===== src/rtl/latch_puf_array_ctrl_if.sv =====
// Host-side challenge/response handshake for the latch PUF sequencer.
// stable_mask exists only when PUF_STABILITY_EN is defined.
interface latch_puf_array_ctrl_if #(
  parameter int N_CELLS = 16
);
  logic               start;
  logic [N_CELLS-1:0] challenge;
  logic               busy;
  logic [N_CELLS-1:0] resp;
  logic               resp_valid;
  logic               resp_ack;
`ifdef PUF_STABILITY_EN
  logic [N_CELLS-1:0] stable_mask;
`endif

  modport master (
    output start,
    output challenge,
    output resp_ack,
    input  busy,
    input  resp,
`ifdef PUF_STABILITY_EN
    input  stable_mask,
`endif
    input  resp_valid
  );

  modport slave (
    input  start,
    input  challenge,
    input  resp_ack,
    output busy,
    output resp,
`ifdef PUF_STABILITY_EN
    output stable_mask,
`endif
    output resp_valid
  );
endinterface


===== src/rtl/latch_puf_array_ctrl.sv =====
// Excite/release sequencer and majority voter for an SR-latch PUF bank.
// Optional PUF_STABILITY_EN adds a per-cell unanimous-vote mask.
module latch_puf_array_ctrl #(
  parameter int N_CELLS       = 16,
  parameter int N_EVALS       = 7,
  parameter int EXCITE_CYCLES = 2,
  parameter int SETTLE_CYCLES = 8
) (
  input  logic               clk,
  input  logic               rst,
  latch_puf_array_ctrl_if.slave bus,
  output logic [N_CELLS-1:0] cell_s_n,
  output logic [N_CELLS-1:0] cell_r_n,
  input  logic [N_CELLS-1:0] cell_q
);
  localparam int TW = $clog2(N_EVALS + 1);
  localparam int CMAX = (EXCITE_CYCLES > SETTLE_CYCLES) ?
                        EXCITE_CYCLES : SETTLE_CYCLES;
  localparam int CW = $clog2(CMAX + 1);

  typedef enum logic [2:0] {
    IDLE, EXCITE, SETTLE, SAMPLE, VOTE, DONE
  } state_t;

  state_t state, state_n;

  logic [N_CELLS-1:0] mask;
  logic [N_CELLS-1:0] q_meta;
  logic [N_CELLS-1:0] q_sync;
  logic [N_CELLS-1:0] resp_q;
  logic [CW-1:0]      ph_cnt;
  logic [TW-1:0]      ev_cnt;
  logic [TW-1:0]      tally [N_CELLS];
  logic               excite;
  logic               busy;
  logic               resp_valid;

  always_ff @(posedge clk or posedge rst) begin
    if (rst) state <= IDLE;
    else     state <= state_n;
  end

  always_comb begin
    state_n    = state;
    busy       = 1'b0;
    resp_valid = 1'b0;
    excite     = 1'b0;
    unique case (state)
      IDLE: begin
        if (bus.start) state_n = EXCITE;
      end
      EXCITE: begin
        busy   = 1'b1;
        excite = 1'b1;
        if (ph_cnt == CW'(EXCITE_CYCLES - 1)) state_n = SETTLE;
      end
      SETTLE: begin
        busy = 1'b1;
        if (ph_cnt == CW'(SETTLE_CYCLES - 1)) state_n = SAMPLE;
      end
      SAMPLE: begin
        busy    = 1'b1;
        state_n = (ev_cnt == TW'(N_EVALS - 1)) ? VOTE : EXCITE;
      end
      VOTE: begin
        busy    = 1'b1;
        state_n = DONE;
      end
      DONE: begin
        resp_valid = 1'b1;
        if (bus.resp_ack) state_n = IDLE;
      end
      default: state_n = IDLE;
    endcase
  end

  always_ff @(posedge clk or posedge rst) begin
    if (rst) begin
      mask   <= '0;
      q_meta <= '0;
      q_sync <= '0;
      resp_q <= '0;
      ph_cnt <= '0;
      ev_cnt <= '0;
      for (int i = 0; i < N_CELLS; i++) tally[i] <= '0;
    end else begin
      q_meta <= cell_q;
      q_sync <= q_meta;
      // Phase counter restarts on every state change.
      if (state_n != state) ph_cnt <= '0;
      else if (state == EXCITE || state == SETTLE)
        ph_cnt <= ph_cnt + 1'b1;
      if (state == IDLE && bus.start) begin
        mask   <= bus.challenge;
        ev_cnt <= '0;
        for (int i = 0; i < N_CELLS; i++) tally[i] <= '0;
      end
      if (state == SAMPLE) begin
        ev_cnt <= ev_cnt + 1'b1;
        for (int i = 0; i < N_CELLS; i++)
          tally[i] <= tally[i] + TW'(q_sync[i] & mask[i]);
      end
      if (state == VOTE) begin
        for (int i = 0; i < N_CELLS; i++)
          resp_q[i] <= mask[i] & (tally[i] > TW'(N_EVALS / 2));
      end
    end
  end

`ifdef PUF_STABILITY_EN
  logic [N_CELLS-1:0] stable_q;

  always_ff @(posedge clk or posedge rst) begin
    if (rst) begin
      stable_q <= '0;
    end else if (state == VOTE) begin
      for (int i = 0; i < N_CELLS; i++)
        stable_q[i] <= mask[i] &
          ((tally[i] == '0) || (tally[i] == TW'(N_EVALS)));
    end
  end

  assign bus.stable_mask = stable_q;
`endif

  // Reset forces IDLE and a zero mask, so cells release asynchronously.
  assign cell_s_n       = excite ? ~mask : '1;
  assign cell_r_n       = excite ? ~mask : '1;
  assign bus.busy       = busy;
  assign bus.resp_valid = resp_valid;
  assign bus.resp       = resp_q;
endmodule


===== src/flat_wrapper.sv =====
// flat-port wrapper written by rule: the top's interface ports become plain ports
module latch_puf_array_ctrl_flat 
#(
  parameter int N_CELLS       = 16,
  parameter int N_EVALS       = 7,
  parameter int EXCITE_CYCLES = 2,
  parameter int SETTLE_CYCLES = 8
)
  (clk, rst, cell_s_n, cell_r_n, cell_q, bus_start, bus_challenge, bus_resp_ack, bus_busy, bus_resp, bus_resp_valid);
  latch_puf_array_ctrl_if #(.N_CELLS(N_CELLS)) bus_i ();
  input  logic clk;
  input  logic rst;
  output logic [N_CELLS-1:0] cell_s_n;
  output logic [N_CELLS-1:0] cell_r_n;
  input  logic [N_CELLS-1:0] cell_q;
  input wire logic [$bits(bus_i.start)-1:0] bus_start;
  input wire logic [$bits(bus_i.challenge)-1:0] bus_challenge;
  input wire logic [$bits(bus_i.resp_ack)-1:0] bus_resp_ack;
  output wire logic [$bits(bus_i.busy)-1:0] bus_busy;
  output wire logic [$bits(bus_i.resp)-1:0] bus_resp;
  output wire logic [$bits(bus_i.resp_valid)-1:0] bus_resp_valid;
  assign bus_i.start = bus_start;
  assign bus_i.challenge = bus_challenge;
  assign bus_i.resp_ack = bus_resp_ack;
  assign bus_busy = bus_i.busy;
  assign bus_resp = bus_i.resp;
  assign bus_resp_valid = bus_i.resp_valid;
  latch_puf_array_ctrl #(.N_CELLS(N_CELLS), .N_EVALS(N_EVALS), .EXCITE_CYCLES(EXCITE_CYCLES), .SETTLE_CYCLES(SETTLE_CYCLES)) u_core (.clk(clk), .rst(rst), .bus(bus_i), .cell_s_n(cell_s_n), .cell_r_n(cell_r_n), .cell_q(cell_q));
endmodule

===== config.mk =====
export PLATFORM = sky130hd
export DESIGN_NAME = latch_puf_array_ctrl_flat
export DESIGN_NICKNAME = d
export VERILOG_FILES = /design/src/rtl/latch_puf_array_ctrl_if.sv /design/src/rtl/latch_puf_array_ctrl.sv /design/src/flat_wrapper.sv
export SDC_FILE = /design/constraint.sdc
export NUM_CORES = 1
export LEC_CHECK = 0
export ABC_CLOCK_PERIOD_IN_PS = 4350
export CAP_MARGIN = 10
export CORE_AREA = 10 10 143 145
export CTS_CLUSTER_DIAMETER = 200
export DETAILED_ROUTE_END_ITERATION = 8
export DIE_AREA = 0 0 153 155
export GPL_ROUTABILITY_DRIVEN = 1
export SETUP_SLACK_MARGIN = 0.1
export SLEW_MARGIN = 25
export SYNTH_ARGS = -nofsm -noshare
export SYNTH_HDL_FRONTEND = slang
export SYNTH_SLANG_ARGS = --single-unit

===== constraint.sdc =====
create_clock -name clk -period 4.35 [get_ports clk]
set_input_delay 0.435 -clock clk [delete_from_list [all_inputs] [get_ports clk]]
set_output_delay 0.435 -clock clk [all_outputs]
set_load 0.005 [all_outputs]

# Yosys cells after proc, flatten, opt, wreduce, memory -nomap -nowiden
# Cells that the tools add are included.
# classes
muxes	16
addsub	18
shifts	0
n_lt_le_gt_ge	16
n_eq_ne	9
n_div	0
reduce_logical	6
bitwise	33
mul	0
# op_table
cell	count
48-bit 2-to-1 mux	2
3-bit adder	16
3-bit by 2-bit > comparator with 1-bit output, second input constant	16
1-bit bitwise AND	32
3-bit 2-to-1 mux	7
3-bit one-hot mux with 6 select lines	1
16-bit 2-to-1 mux	1
16-bit NOT	1
3-bit equality test, second input constant	3
4-bit 2-to-1 mux	2
3-bit by 2-bit equality test with 1-bit output, second input constant	2
4-bit by 1-bit adder with 4-bit output, second input constant	1
4-bit by 1-bit equality test with 1-bit output, second input constant	1
4-bit by 3-bit equality test with 1-bit output, second input constant	1
2-bit nonzero test	2
4-bit OR reduction	1
3-bit by 1-bit adder with 3-bit output, second input constant	1
3-bit by 1-bit equality test with 1-bit output, second input constant	1
3-bit logical NOT	1
1-bit 2-to-1 mux	3
3-bit inequality test	1
1-bit logical AND	1
1-bit logical OR	1
# totals
inputBits	36
latchBits	0
ram_bits	0
mem_count	0
rom_bits	0
register_bits	122
out_inout_bits	50

# Logic depth before layout (Yosys ltp)
# depth
depth_word	5
depth_mapped	7
ltp_nobuf	6

# Worst setup path before layout
# Ideal clock, no wire load.
# synth_path
path_type	reg-to-output
start	register u_core.state[1]
end	output cell_s_n[10]
arrival_time_ns	1.467
slack_ns	2.448
required_time_ns	3.915
path_stages_with_launch	6
cell_sequence	dfrtp_1 buf_2 nor3b_4 clkbuf_1 nand2_1 buf_4
# synth_between
elab_chain_cells	3
# synth_rtl
element	line	source
start, declared	latch_puf_array_ctrl.sv:25	state_t state, state_n;
start signal, assigned	latch_puf_array_ctrl.sv:40	else state <= state_n;
3-bit by 1-bit equality test with 1-bit output	latch_puf_array_ctrl.sv:48	unique case (state)
1-bit 2-to-1 mux	latch_puf_array_ctrl.sv:48	
16-bit 2-to-1 mux	n/a	
end, declared	flat_wrapper.sv:13	output logic [N_CELLS-1:0] cell_s_n;
# Every way passes these cells.

# Worst setup path in the final report
# layout_path
start	register u_core.state[2]
end	output cell_r_n[12]
# layout_between
elab_chain_cells	3
# layout_rtl
element	line	source
3-bit by 1-bit equality test with 1-bit output	latch_puf_array_ctrl.sv:48	
1-bit 2-to-1 mux	latch_puf_array_ctrl.sv:48	
16-bit 2-to-1 mux	latch_puf_array_ctrl.sv:128	assign cell_r_n = excite ? ~mask : '1;
end, declared	flat_wrapper.sv:14	output logic [N_CELLS-1:0] cell_r_n;
# Every way passes these cells.

==> flow_metrics.py <==
metrics = {
    "clock_network": {
        "ctsHtreeMaxLevel": 4,
        "cts.sinks": 122,
        "cts_setup_buffers": 0,
        "clkSlewWorstSetupHoldPaths_ns": 0.06,
        "numCtsBuffers": 17,
        "clock_latency_ns": 0.41,
        "cts_tree": "yes",
        "ctsResizeCount": 0,
        "root_buffer": "clkbuf_16",
        "cts_hold_buf": 0,
        "clockBufferDepth": 2,
    },
    "yosys": {
        "yosysTopAreaCell": "dfrtp_1",
        "synth_area_leaders": "dfrtp_1 59%, ha_1 8.6%, a22o_1 5.4%",
        "synth_edf_count": 0,
        "synth_nets": 515,
        "synth_top_area_frac": 0.585,
        "synthArstFlopShare": 1.00,
        "netlist_instances": 443,
        "avgSynthCellArea_sq_um": 11.8,
        "synth_warnings": 0,
        "synthFlopType": "dfrtp_1",
        "ys_ff_latch": 122,
        "synth_cell_type_count": 35,
        "ys_seq_area_frac": 0.585,
        "synth_area_sq_um": 5220,
    },
    "placed_design": {
        "port_buffers": 85,
        "dp_cells": 724,
        "globalplace.congestion": 0.696,
        "placed_cell_area_sq_um": 6170,
        "place_hpwl_microns": 7590,
    },
    "timing": {
        "period_minus_slack_ns": 2.78,
        "timing_worst_slew_pin_value_ns": 0.977,
        "finalHoldViolations": 0,
        "setup_tns_ns": 0,
        "period_share": 0.639,
        "slew_viol_final": 0,
        "fmax_ghz": 0.360,
        "rsz0062_at_grt": "no",
        "finalSetupViolCount": 0,
        "slew_headroom": 0.347,
        "finalClockSkew_ns": 0.00884,
    },
    "cells_and_area": {
        "final_area_sq_um": 6800,
        "fillCellCount": 1714,
        "instances_no_fill": 758,
        "final_util": 0.385,
        "nets": 588,
        "final_common_cell": "dfrtp_1",
        "synthToLayoutAreaGrowth_pct": 30.4,
        "final_cell_mix": "122 x dfrtp_1, 85 x clkdlybuf4s50_1, 68 x nand2_1",
        "n_antenna_cell": 0,
        "drive_gt1_frac": 0.119,
    },
    "global_routing": {
        "overflow": 0,
        "grt-busiest-layer": "met2",
        "use_met2": 0.162,
        "grt_max_degree": 77,
        "antenna_found_initial": 0,
        "gr-usage-all-layers": 0.100,
        "grt_pass1_vias": 3675,
        "met1_usage": 0.117,
        "grt_util_met3": 0.0425,
        "grt_pass1_wl_microns": 19100,
    },
    "power": {
        "p_leak_uw": 0.00315,
        "peakVddDrop_mv": 0.289,
        "power.density_nw_per_um2": 607,
    },
    "die": {
        "fp.dieH_microns": 155,
        "die_area_sq_um": 23700,
        "ios": 86,
        "core_area_sq_um": 17700,
        "dieWidth_microns": 153,
        "rows": 49,
        "start_util": 0.295,
    },
    "detailed_routing": {
        "post_drt_via_cell_ratio": 4.58,
        "drtIter0Drc": 156,
        "wl_per_cell_microns": 15.3,
        "via_count": 3471,
        "ant_nets": 0,
        "drtPass1Iterations": 4,
        "drc_errors": 0,
        "wl_microns": 11600,
    },
    "worst_setup_path": {
        "crit_path_max_incr_delay_ns": 0.61,
        "crit_chain": "nor3b_4, buf_8, nand2_1, clkdlybuf4s50_1",
        "cp-start-kind": "register",
        "crit_start": "u_core.state[2]$_DFF_PP0_",
        "crit_arrival_ns": 2.35,
        "crit_path_end_kind": "primary output",
        "rr_startpoint": "u_core.state[2]$_DFF_PP0_",
        "rrSetupSlack_ns": 1.83,
        "path_max_fanout": 17,
        "crit_path_top_delay_cell": "dfrtp_1",
        "required_ns": 3.91,
        "criticalPathCategory": "reg -> out",
    },
    "min_path": {
        "hp-class": "reg -> reg",
        "holdCritStartpoint": "u_core.q_meta[11]$_DFF_PP0_",
    },
    "status": {
        "status": "completed",
    },
    "run": {
        "max_cap_violations": 0,
    },
}
==> registers in the layout, indices dropped and copies added (netlist names) <==
name             cells
u_core.ev_cnt        3
u_core.ph_cnt        4
u_core.q_sync       16
u_core.tally        48
u_core.bus.resp     16
u_core.state         3
u_core.mask         16
u_core.q_meta       16
==> power by group <==
part / internal [uW] / switching [uW] / leakage [uW] / total (uW)
Combinational: 684 / 541 / 0.00130 / 1230
Clock: 858 / 530 / 0.000274 / 1390
Sequential: 1330 / 183 / 0.00157 / 1520
==> logic make-up after synthesis <==
group,Yosys count,synth area share
simple gates,127,0.117
flops,122,0.585
compound gates,95,0.120
buf+inv,41,0.0458
fa+ha+maj,36,0.0864
mux,17,0.0365
xor+xnor,5,0.00840
==> critical path: cells and delay by family, from the launching register on <==
kind | cells | cell delay [ns]
buffers and inverters | 2 | 0.69
and+or+nand+nor | 2 | 0.62
DFF | 1 | 0.61
==> cell usage after synthesis (all sizes together) (4+ instances only) <==
library cell,n
o21ai,54
dfrtp,122
nand2,69
ha,36
mux2,16
nor2,22
buf,28
a22o,32
and3b,4
clkbuf,9
inv,4
and2,17
==> per-stage QoR <==
| step | total power, uW | setup WS, ns | hold slack (ns) |
|---|---|---|---|
| finish | 4130 | 1.57 | 0.348 |
| global route | 4390 | 1.37 | 0.352 |
| CTS | 4160 | 1.14 | 0.351 |
| detailed placement | 2750 | 1.58 | 0.337 |
| global placement | 2700 | 1.68 | 0.333 |
| floorplan | 2220 | 0.672 | 0.331 |
==> layout make-up <==
type,instances,area [sq um],share of cell area
timing repair buffer,91,923,0.136
clock buffer,18,439,0.0646
tap,229,287,0.0421
clock inverter,14,148,0.0217
multi-input combinational,280,1930,0.284
sequential,122,3050,0.449
inverter,4,20.0,0.00294
==> routing by layer <==
metal  up-vias  wire [microns]  share of wire
met4         0             137          0.012
met5         -               0              0
met3        11             733          0.063
met2        70            5560           0.48
li1       1662               -              -
met1      1728            5170           0.45
==> final timing paths <==
kind / to / depth (start not counted)
worst max-delay path: cell_r_n[12] / 4
worst min register to register: u_core.q_sync[11]$_DFF_PP0_ / 0
worst max register to register: u_core.tally[11]$_DFFE_PP0P_ / 6
min in group asynchronous: u_core.q_meta[8]$_DFF_PP0_ / 2
worst min-delay path: u_core.q_sync[11]$_DFF_PP0_ / 0
max in group asynchronous: u_core.tally[30]$_DFFE_PP0P_ / 3
Note: power is estimated with default switching activity, not from simulation.
